File: src/rtl/store_rmw_ctrl.sv
// Store sequencer for sw/sh/sb against word-wide memory.
// Sub-word stores read the word, merge the low bits of B, and write it back.
module store_rmw_ctrl #(
    parameter int MEM_RD_LAT = 1
) (
    input  logic        clk,
    input  logic        reset,
    input  logic        start,
    input  logic [1:0]  size,
    input  logic [31:0] addr,
    input  logic [31:0] data_b,
    output logic        busy,
    output logic        done,
    output logic        misalign,
    output logic [31:0] mem_addr,
    output logic        mem_rd,
    output logic        mem_wr,
    output logic [31:0] mem_wdata,
    input  logic [31:0] mem_rdata
);

    typedef enum logic [2:0] {
        S_IDLE,
        S_READ,
        S_WAIT,
        S_WRITE,
        S_DONE
    } state_t;

    localparam int CW = (MEM_RD_LAT > 1) ? $clog2(MEM_RD_LAT) : 1;
    localparam logic [CW-1:0] LAST = CW'(MEM_RD_LAT - 1);

    state_t      state, state_n;
    logic [31:0] addr_q, b_q, mdr_q;
    logic [1:0]  size_q;
    logic        mis_q;
    logic [CW-1:0] cnt_q;

    logic accept, is_half, is_byte, is_sub, mis;
    logic [31:0] merged;

    assign accept  = (state == S_IDLE) && start;
    assign is_half = (size == 2'b01);
    assign is_byte = (size == 2'b10);
    assign is_sub  = is_half || is_byte;
    // Size 11 falls into the word case for both alignment and merge.
    assign mis     = is_half ? addr[0] : (!is_byte && (addr[1:0] != 2'b00));

    always_ff @(posedge clk) begin
        if (reset) state <= S_IDLE;
        else       state <= state_n;
    end

    always_comb begin
        state_n = state;
        unique case (state)
            S_IDLE: begin
                if (start) begin
                    if (mis)         state_n = S_DONE;
                    else if (is_sub) state_n = S_READ;
                    else             state_n = S_WRITE;
                end
            end
            S_READ:  state_n = S_WAIT;
            S_WAIT:  if (cnt_q == LAST) state_n = S_WRITE;
            S_WRITE: state_n = S_DONE;
            S_DONE:  state_n = S_IDLE;
            default: state_n = S_IDLE;
        endcase
    end

    always_ff @(posedge clk) begin
        if (reset) begin
            addr_q <= '0;
            b_q    <= '0;
            mdr_q  <= '0;
            size_q <= '0;
            mis_q  <= 1'b0;
            cnt_q  <= '0;
        end else begin
            if (accept) begin
                addr_q <= addr;
                b_q    <= data_b;
                size_q <= size;
                mis_q  <= mis;
            end
            if (state == S_READ)      cnt_q <= '0;
            else if (state == S_WAIT) cnt_q <= cnt_q + 1'b1;
            if (state == S_WAIT && cnt_q == LAST) mdr_q <= mem_rdata;
        end
    end

    // Sub-word data always lands in the low lane regardless of addr[1:0].
    always_comb begin
        unique case (size_q)
            2'b01:   merged = {mdr_q[31:16], b_q[15:0]};
            2'b10:   merged = {mdr_q[31:8], b_q[7:0]};
            default: merged = b_q;
        endcase
    end

    always_comb begin
        busy      = (state != S_IDLE);
        done      = (state == S_DONE);
        misalign  = (state == S_DONE) && mis_q;
        mem_rd    = (state == S_READ);
        mem_wr    = (state == S_WRITE);
        mem_addr  = {addr_q[31:2], 2'b00};
        mem_wdata = (state == S_WRITE) ? merged : 32'h0;
    end

endmodule
File: config.mk
export PLATFORM = sky130hd
export DESIGN_NAME = store_rmw_ctrl
export DESIGN_NICKNAME = d
export VERILOG_FILES = /design/src/rtl/store_rmw_ctrl.sv
export SDC_FILE = /design/constraint.sdc
export NUM_CORES = 1
export LEC_CHECK = 0
export ABC_AREA = 1
export CORE_MARGIN = 8
export CORE_UTILIZATION = 42
export CTS_CLUSTER_DIAMETER = 60
export DETAILED_ROUTE_END_ITERATION = 7
export GPL_TIMING_DRIVEN = 0
export PLACE_DENSITY = 0.8
export SETUP_SLACK_MARGIN = 0.02
export SLEW_MARGIN = 30
export SYNTH_ARGS = -nofsm -noshare
export SYNTH_HDL_FRONTEND = slang
export SYNTH_SLANG_ARGS = --single-unit
export TNS_END_PERCENT = 5
File: constraint.sdc
create_clock -name clk -period 1.9 [get_ports clk]
set_clock_uncertainty 0.05 [all_clocks]
set_input_delay 0.38 -clock clk [delete_from_list [all_inputs] [get_ports clk]]
set_output_delay 0.38 -clock clk [all_outputs]
set_load 0.1 [all_outputs]
==> impl_metrics.csv <==
group,metric,value,unit
cells_and_area,instances_no_fill,813,
cells_and_area,diodes,0,
placement,port-buffer-count,158,
synthesis,avgSynthCellArea,7.58,um^2
synthesis,ys_seq_area_share,47.1,%
power,finalPower,6390,uW
timing,maxSlewViolCount,0,
global_route,use_met3,8.52,%
synthesis,ys_types,23,
clocking,clk_latency,360,ps
flow_run,max_cap_viol_count,0,
timing,fmax,428,MHz
setup_path,crit_chain,"inv_2 > ha_4 > buf_8 > nor2_4 > nand2_1 > a21oi_2 > buf_12",
global_route,grt_pass1_vias,4409,
routing,avgViaCountPerCell,5.31,
setup_path,path_buf_inv,3,
setup_path,endpoint_kind,"primary output",
clocking,cts_made_buffers,9,
global_route,gr-max-usage-layer,"met2",
placement,place_congestion,0.810,
floorplan,row_count,35,
cells_and_area,fill_cells,660,
setup_path,cpMaxStageDelayCell,"dfxtp_2",
timing,period_share,123,%
setup_path,path_class,"flip-flop to primary output",
global_route,use_met1,23.4,%
cells_and_area,seqCellArea,1870,um^2
global_route,grt_max_degree,16,
placement,hpwl,10300,um
synthesis,synthesis.area,3960,um^2
global_route,grt_pass1_wl,22800,um
floorplan,die-area,12800,um^2
setup_path,critical_path_arrival,1910,ps
outcome,status,"finished, violations left",
setup_path,crit_end,"mem_wdata[10]",
routing,first_pass_iters,6,
worst_hold_path,whs_path_depth,2,
setup_path,cp_num_cells,7,
global_route,grtUsageMet2,40.2,%
floorplan,die_x,113,um
timing,hold_violations,0,
synthesis,synth_seq_cells,93,
clocking,cts-root-buf,"clkbuf_8",
synthesis,synth_warnings,0,
cells_and_area,area_delta_synth_final,71.3,%
timing,setup_ws,-437,ps
setup_path,worstPathRequired,1470,ps
global_route,grtUsageTotal,22.3,%
setup_path,cp-start-kind,"flip-flop",
worst_hold_path,hp-class,"flip-flop to flip-flop",
global_route,gr-total-overflow,0,
setup_path,critical-path-top-delay-family,"buffers and inverters",
routing,wire_per_inst,18.2,um
timing,finalCriticalPeriod,2340,ps
timing,holdWs,408,ps
setup_path,critPathMaxFanout,8,
setup_path,r2r_end,"b_q[20]$_SDFFE_PP0P_",
setup_path,rr_startpoint,"state[1]$_SDFFE_PP0P_",
floorplan,ioPinCount,170,
clocking,cts_tree,"yes",
setup_path,critPathLaunch,"size_q[0]$_SDFFE_PP0P_",
global_route,antenna_found_initial,0,
synthesis,synth_cells,522,
timing,setup-violations-final,33,
floorplan,core-area,9200,um^2
power,leakagePower,0.00247,uW
floorplan,die_h,113,um
timing,finalSetupTns,-10150,ps
setup_path,slowest_delay,350,ps
worst_hold_path,hold_path.startpoint,"mdr_q[22]$_SDFFE_PP0P_",
cells_and_area,final_util,73.7,%
clocking,clkTransAtPathRegs,90,ps
clocking,clockBufferDepth,2,
floorplan,initial_core_util,43.0,%
timing,worst_slew_pin_slew,567,ps
outcome,failed_checks,"setup timing",
routing,drtAntennaViolNets,0,
power,ir_worst_vdd,673,uV
routing,vias,4316,
setup_path,r2r_cells,6,
clocking,cts.sinks,93,
clocking,htreeDepth,3,
timing,slew_headroom,62.4,%
routing,drt_iter0_markers,290,
routing,drc_errors,0,
routing,wirelength,14800,um
clocking,ctsHoldBuffers,0,
cells_and_area,multi_input_area,1950,um^2
setup_path,rrSetupSlack,150,ps
power,power_density,943,nW/um^2
timing,rsz0062_at_grt,"true",
cells_and_area,nNetsFinal,802,
placement,dp.cells,792,
cells_and_area,drive_gt1_share,24.4,%
## worst min-delay path, cell delays in order (launching register included)
cell,delay (ps)
dfxtp_1,320
inv_1,50
a21oi_1,50
## sequential cells by signal (all words and copies together) (netlist names)
register / cells
addr_q: 30
cnt_q: 1
mis_q: 1
size_q: 2
state: 3
mdr_q: 24
b_q: 32
## synth_stat cells
cell type | instances | share of area (%)
nor3_2 | 1 | 0.25
nor4_1 | 1 | 0.16
o21ai_0 | 37 | 4.7
nor2_1 | 11 | 1.0
or2_2 | 1 | 0.16
a21oi_1 | 116 | 15
nand3_1 | 43 | 5.4
ha_1 | 4 | 1.3
dfxtp_1 | 93 | 47
nand2_1 | 66 | 6.3
buf_4 | 3 | 0.57
clkbuf_1 | 22 | 2.1
conb_1 | 1 | 0.095
inv_1 | 67 | 6.4
buf_2 | 11 | 1.4
nor3_1 | 1 | 0.13
nor3_4 | 1 | 0.41
buf_6 | 9 | 2.6
a211oi_1 | 16 | 3.0
inv_2 | 1 | 0.095
nor2_2 | 1 | 0.16
or2_4 | 1 | 0.22
o21ai_1 | 15 | 1.9
## cells by family (layout without fill, tap and decap cells)
family          Yosys count  after routing  synth area share [%]
compound gates          184            184                  24.3
simple gates            127            127                  14.2
buf+inv                 113            292                  13.1
flops                    93             93                  47.1
fa+ha+maj                 4              4                  1.27
other cells               1              2                0.0948
## cell type report
| type | instances | share of cell area (%) |
|---|---|---|
| Sequential cell | 93 | 27.6 |
| Clock inverter | 5 | 0.517 |
| Timing Repair Buffer | 165 | 30.0 |
| Multi-Input combinational cell | 317 | 28.8 |
| Clock buffer | 11 | 2.09 |
| Buffer | 43 | 5.17 |
| Tap cell | 111 | 2.05 |
| Inverter | 68 | 3.84 |
## cell usage in the layout (no fill, tap or decap), drive strengths merged
master	instances
nor4	1
nand2	66
clkinv	3
dfxtp	93
a211oi	16
buf	64
conb	2
o21ai	52
nor2	12
or2	2
nor3	3
nand3	43
ha	4
clkinvlp	1
clkbuf	34
inv	69
clkdlybuf4s15	30
clkdlybuf4s50	91
a21oi	116
## repair_timing
action | 4_1_cts | 5_1_grt
cloned | 3 | 1
pin swaps | 20 | 3
gates resized for setup | 444 | 10
setup buffers | 3 | 0
setup endpoints to repair | 67 | 36
## how the worst min path moves through the flow
stage	to	slack, ps
after floorplan	mdr_q[16]$_SDFFE_PP0P_	370
after global placement	mdr_q[23]$_SDFFE_PP0P_	390
after detailed placement	mdr_q[21]$_SDFFE_PP0P_	390
after CTS	mdr_q[21]$_SDFFE_PP0P_	400
after global routing	mdr_q[19]$_SDFFE_PP0P_	430
final	mdr_q[22]$_SDFFE_PP0P_	410
## stage by stage
| stage | cell area, um^2 | worst slack [ps] |
|---|---|---|
| 2_1_floorplan | 4300 | -1170 |
| 3_3_place_gp | 6020 | -1690 |
| 3_5_place_dp | 6020 | -1740 |
| 4_1_cts | 6720 | -369 |
| 5_1_grt | 6780 | -499 |
| 6_report | 6780 | -437 |
## per-layer routing
layer / routed length [um] / vias to the layer above
li1: - / 2051
met1: 5500 / 2017
met2: 7560 / 220
met3: 1460 / 28
met4: 320 / 0
met5: 0 / -
## report_power, final
part	switching [uW]	internal, uW	total (uW)	leakage [uW]
Combinational	1850	927	2780	0.00161
Clock	711	515	1230	0.0000897
Sequential	152	2230	2380	0.000766
Note: power is estimated with default switching activity, not from simulation.
==> RTL change 1, RTL diff (same settings) <==
Encoding of `state_t`: now one-hot (5 bits for 5 states).
--- a/src/rtl/store_rmw_ctrl.sv
+++ b/src/rtl/store_rmw_ctrl.sv
@@ -19,12 +19,12 @@
     input  logic [31:0] mem_rdata
 );
 
-    typedef enum logic [2:0] {
-        S_IDLE,
-        S_READ,
-        S_WAIT,
-        S_WRITE,
-        S_DONE
+    typedef enum logic [4:0] {
+        S_IDLE  = 5'b00001,
+        S_READ  = 5'b00010,
+        S_WAIT  = 5'b00100,
+        S_WRITE = 5'b01000,
+        S_DONE  = 5'b10000
     } state_t;
 
     localparam int CW = (MEM_RD_LAT > 1) ? $clog2(MEM_RD_LAT) : 1;
Formal check against the unedited RTL: same outputs for any inputs over 10 cycles, from zero or initial values and one cycle with reset high; not proved beyond that.
==> RTL change 1 against the original RTL <==
The run still ends with negative setup slack left; sequential power grew 8%; die area grew 6.4%; count of clock-buffer cells in the layout shrank 2; sequential cell count grew 2; power grew 44%; wire length grew 5.5%; design area grew 12%; core utilization grew 3.4 points; combinational power grew 81%; setup slack gained 110 ps; maximum frequency grew 5.2%; area after synthesis grew 7.5%.
==> RTL change 1: results (changes against the original RTL) <==
** Critical path
- The delay of the slowest cell on the worst path was 370 ps (was 350 ps).
- Library cell contributing the largest single delay on the critical path :: ha_4 (was dfxtp_2)
- The data arrival time at the worst-slack endpoint is 1790 ps (was 1910 ps).
- Crit Path Max Fanout :: 10 (was 8)

** Logic synthesis
- The number of cells produced by synthesis came to 562 (was 522).
- Sequential area share after synthesis :: 44.7% (was 47.1%)
- The synthesized-area fraction occupied by ao, oa, aoi and oai cells is 14.2% (was 24.3%).
- The adder and majority gate portion of the synthesized area came to 1.18% (was 1.27%).
- Area contributors post-synth :: dfxtp_1 (45%), a21oi_1 (13%), nand2_1 (13%), nand3_2 (7.3%), nand3_1 (6.4%) (was dfxtp_1 (47%), a21oi_1 (15%), inv_1 (6.4%), nand2_1 (6.3%), nand3_1 (5.4%))

** Detailed routing
- First-pass detailed-route iteration total :: 5 (was 6)
- The met3 routed wirelength is 1080 µm (was 1460 µm).
- DRT Wirelength :: 15700 µm (was 14800 µm)
- Per-cell via count in the routed design :: 5.27 (was 5.31)
- The via count of the routed design is 4655 (was 4316).

** Outcome
- Violations in the final reports :: negative setup slack (unchanged)
- Outcome: finished with violations (unchanged).

** Finish
- Final-stage net count :: 852 (was 802)
- The number of filler instances in the final layout is 675 (was 660).
- Fraction of final layout cells sized beyond drive strength 1 :: 32.0% (was 24.4%)

** Timing
- The number of failing setup endpoints in the final timing report was 35 (was 33).
- Transition time of the tightest slew-check pin :: 583 ps (was 567 ps)
- Setup slack of the critical path after layout :: -323 ps (was -437 ps)
- The final sum of negative setup slack came to -8970 ps (was -10150 ps).

** Placed design
- The detailed placer's ending HPWL is 10600 µm (was 10300 µm).
- GP Congestion :: 0.877 (was 0.810)
- The instance count after placement with tap cells included was 855 (was 792).
- The number of buffers inserted by port buffering is 159 (was 158).
- Placement-stage cell area :: 6370 µm² (was 6020 µm²)

** Pwr
- The maximum VDD drop is 0.000931 V (was 0.000673 V).
- Static power due to leakage :: 2.56 nW (was 2.47 nW)

** Global route
- The pin count of the biggest net entering global routing is 17 (was 16).
- GRT Overall Usage :: 22.6% (was 22.3%)
- The global-route met2 utilization is 41.3% (was 40.2%).
- The global-route wire length before repair came to 24200 µm (was 22800 µm).
- The met1 usage is 24.7% (was 23.4%).
- The met3 track demand over resource in global routing was 5.38% (was 8.52%).

** CTS
- The buffer count from post-CTS setup fixing was 12 (was 3).
- Number of cells upsized or downsized after cts :: 491 (was 444)
RTL change 1: cell count changes after synthesis, moves of 8 or more:
cell,delta
o21ai_0,-36
o21ai_1,-15
nand3_2,+31
inv_1,-37
a211oi_1,-16
nor2_1,+16
a22oi_1,+8
nand2_1,+76
a21oi_1,-8
buf_6,-8
nand3_1,+11
RTL change 1: where the power goes:
part	leakage, nW	switching, mW	internal [mW]
Combinational	1.67	3.37	1.65
Clock	0.116	0.747	0.877
Sequential	0.776	0.224	2.35
RTL change 1: worst paths after layout:
kind	start	endpoint	slack, ps	cells after the start
worst max-delay path	size_q[0]	mem_wdata[24]	-320	6
worst min-delay path	addr_q[13]	addr_q[13]	410	2
worst max register to register	state[0]	mdr_q[19]	140	6
worst min register to register	addr_q[13]	addr_q[13]	410	2
RTL change 1: per-stage QoR:
step | setup WS [ps] | power (mW) | util (%)
after global placement | -1300 | 6.73 | 64.9
after global routing | -366 | 9.64 | 77.1
after detailed placement | -1320 | 6.82 | 64.9
after floorplan | -352 | 5.78 | -
final | -323 | 9.22 | 77.1
after CTS | -343 | 9.09 | 76.5
RTL change 1: layout make-up:
type                       instances  area [µm²]  area share (%)
multi-input combinational        391        2590            34.2
timing repair buffer             173        2150            28.4
sequential                        95        1910            25.2
buffer                            43         354            4.67
tap                              133         166            2.20
inverter                          33         145            1.92
clock buffer                       9         124            1.64
clock inverter                     6         115            1.52
timing repair inverter             1        16.3           0.215
RTL change 1: critical path, delay by kind of cell, from the launching register on:
| family | cells | cell delay (ps) |
|---|---|---|
| and+or+nand+nor | 1 | 100 |
| DFF | 1 | 360 |
| AOI/OAI and AO/OA | 1 | 190 |
| buffers and inverters | 3 | 400 |
| adders and majority gates | 1 | 370 |
==> RTL change 2, RTL diff (same settings) <==
Without the edit above. Set the parameter `MEM_RD_LAT` to 2 (it was 1).
--- a/src/rtl/store_rmw_ctrl.sv
+++ b/src/rtl/store_rmw_ctrl.sv
@@ -1,7 +1,7 @@
 // Store sequencer for sw/sh/sb against word-wide memory.
 // Sub-word stores read the word, merge the low bits of B, and write it back.
 module store_rmw_ctrl #(
-    parameter int MEM_RD_LAT = 1
+    parameter int MEM_RD_LAT = 2
 ) (
     input  logic        clk,
     input  logic        reset,
Function: changed (Yosys sat finds a counterexample within 4 cycles, from zero or initial values and one cycle with reset high).
==> RTL change 2 against the original RTL <==
The flow still finishes with violations (negative setup slack); setup slack got worse by 6.0 ps; wire length decreased by 1.1%; non-clock buffer count up 5; design area is 3.2% higher; sequential cell count stayed put; clock power about the same; critical path depth is 1 higher; area after synthesis increased by 1.6%; global-route usage increased by 0.45 points; register-to-register slack improved by 40 ps; power rose by 40%; count of clock-buffer cells in the layout rose by 2; critical endpoint is now mem_wdata[29]; largest power group unchanged.
==> RTL change 2: results (changes against the original RTL) <==
** Outcome
- Outcome :: finished with violations (unchanged)
- Violations in the final reports: negative setup slack (unchanged).

** Timing
- Setup-failing EPs final :: 33 (unchanged)
- Setup slack of the critical path after layout :: -443 ps (was -437 ps)

** Detailed routing
- Per-cell routed wire length :: 17.6 µm (was 18.2 µm)
- The overall routed net length came to 14700 µm (was 14800 µm).
- The met2 wire length is 7620 µm (was 7560 µm).

** Global route
- The global-route wire length before repair came to 23500 µm (was 22800 µm).
- The met1 usage is 23.7% (was 23.4%).
- The global-route met2 utilization came to 41.2% (was 40.2%).
- The pin count of the biggest net entering global routing was 15 (was 16).

** Pwr
- Static power due to leakage :: 2.48 nW (was 2.47 nW)
- The switching power came to 4.42 mW (was 2.72 mW).
- Peak supply drop :: 0.000796 V (was 0.000673 V)

** Logic synthesis
- Most common library cells after synthesis: nand2_1 (114), dfxtp_1 (93), a21oi_1 (90), inv_1 (46), nand3_1 (41) (was a21oi_1 (116), dfxtp_1 (93), inv_1 (67), nand2_1 (66), nand3_1 (43)).
- Area contributors post-synth: dfxtp_1 (46%), a21oi_1 (11%), nand2_1 (11%), a211oi_2 (8.4%), nand3_1 (5.1%) (was dfxtp_1 (47%), a21oi_1 (15%), inv_1 (6.4%), nand2_1 (6.3%), nand3_1 (5.4%)).
- Synth Area in Adders :: 1.24% (was 1.27%)

** Finish
- The clock tree buffer count of the final layout is 13 (was 11).
- Final-stage net count :: 807 (was 802)
- Fraction of final layout cells sized beyond drive strength 1 :: 28.4% (was 24.4%)

** Critical path
- Crit Path Max Fanout :: 5 (was 8)
- Critical path startpoint :: size_q[1] (was size_q[0])
- Slack of the worst reg-to-reg path :: 190 ps (was 150 ps)

** Worst hold path
- The source of the worst hold timing path is addr_q[22] (was mdr_q[22]).

** Placed design
- GP Congestion :: 0.828 (was 0.810)

** CTS
- Buffers inserted during post-CTS setup optimization :: 7 (was 3)
==> RTL change 2: power by group through the flow <==
stage               Sequential [mW]  Combinational (mW)  Clock, mW
floorplan                      3.58                2.42          0
global placement               2.59                4.35          0
detailed placement             2.62                4.47          0
CTS                            2.58                4.94       1.24
global route                   2.64                5.40       1.33
finish                         2.59                5.12       1.23
==> RTL change 2: worst register-to-register path, stage by stage (launching register included) <==
cell	delay (ps)
dfxtp_4	370
nor3_4	350
nand2_1	140
buf_2	230
clkbuf_2	210
nor2_1	180
a211oi_2	50
==> RTL change 2: stage by stage <==
step / instance area, µm² / util, % / power (mW) / worst slack [ps] / setup TNS [ps]
2_1_floorplan: 4440 / - / 6.00 / -1060 / -30570
3_3_place_gp: 6180 / 66.6 / 6.95 / -1730 / -48950
3_5_place_dp: 6180 / 66.6 / 7.09 / -1810 / -50830
4_1_cts: 6940 / 74.7 / 8.77 / -365 / -9630
5_1_grt: 6990 / 75.3 / 9.36 / -527 / -12730
6_report: 6990 / 75.3 / 8.95 / -443 / -9880
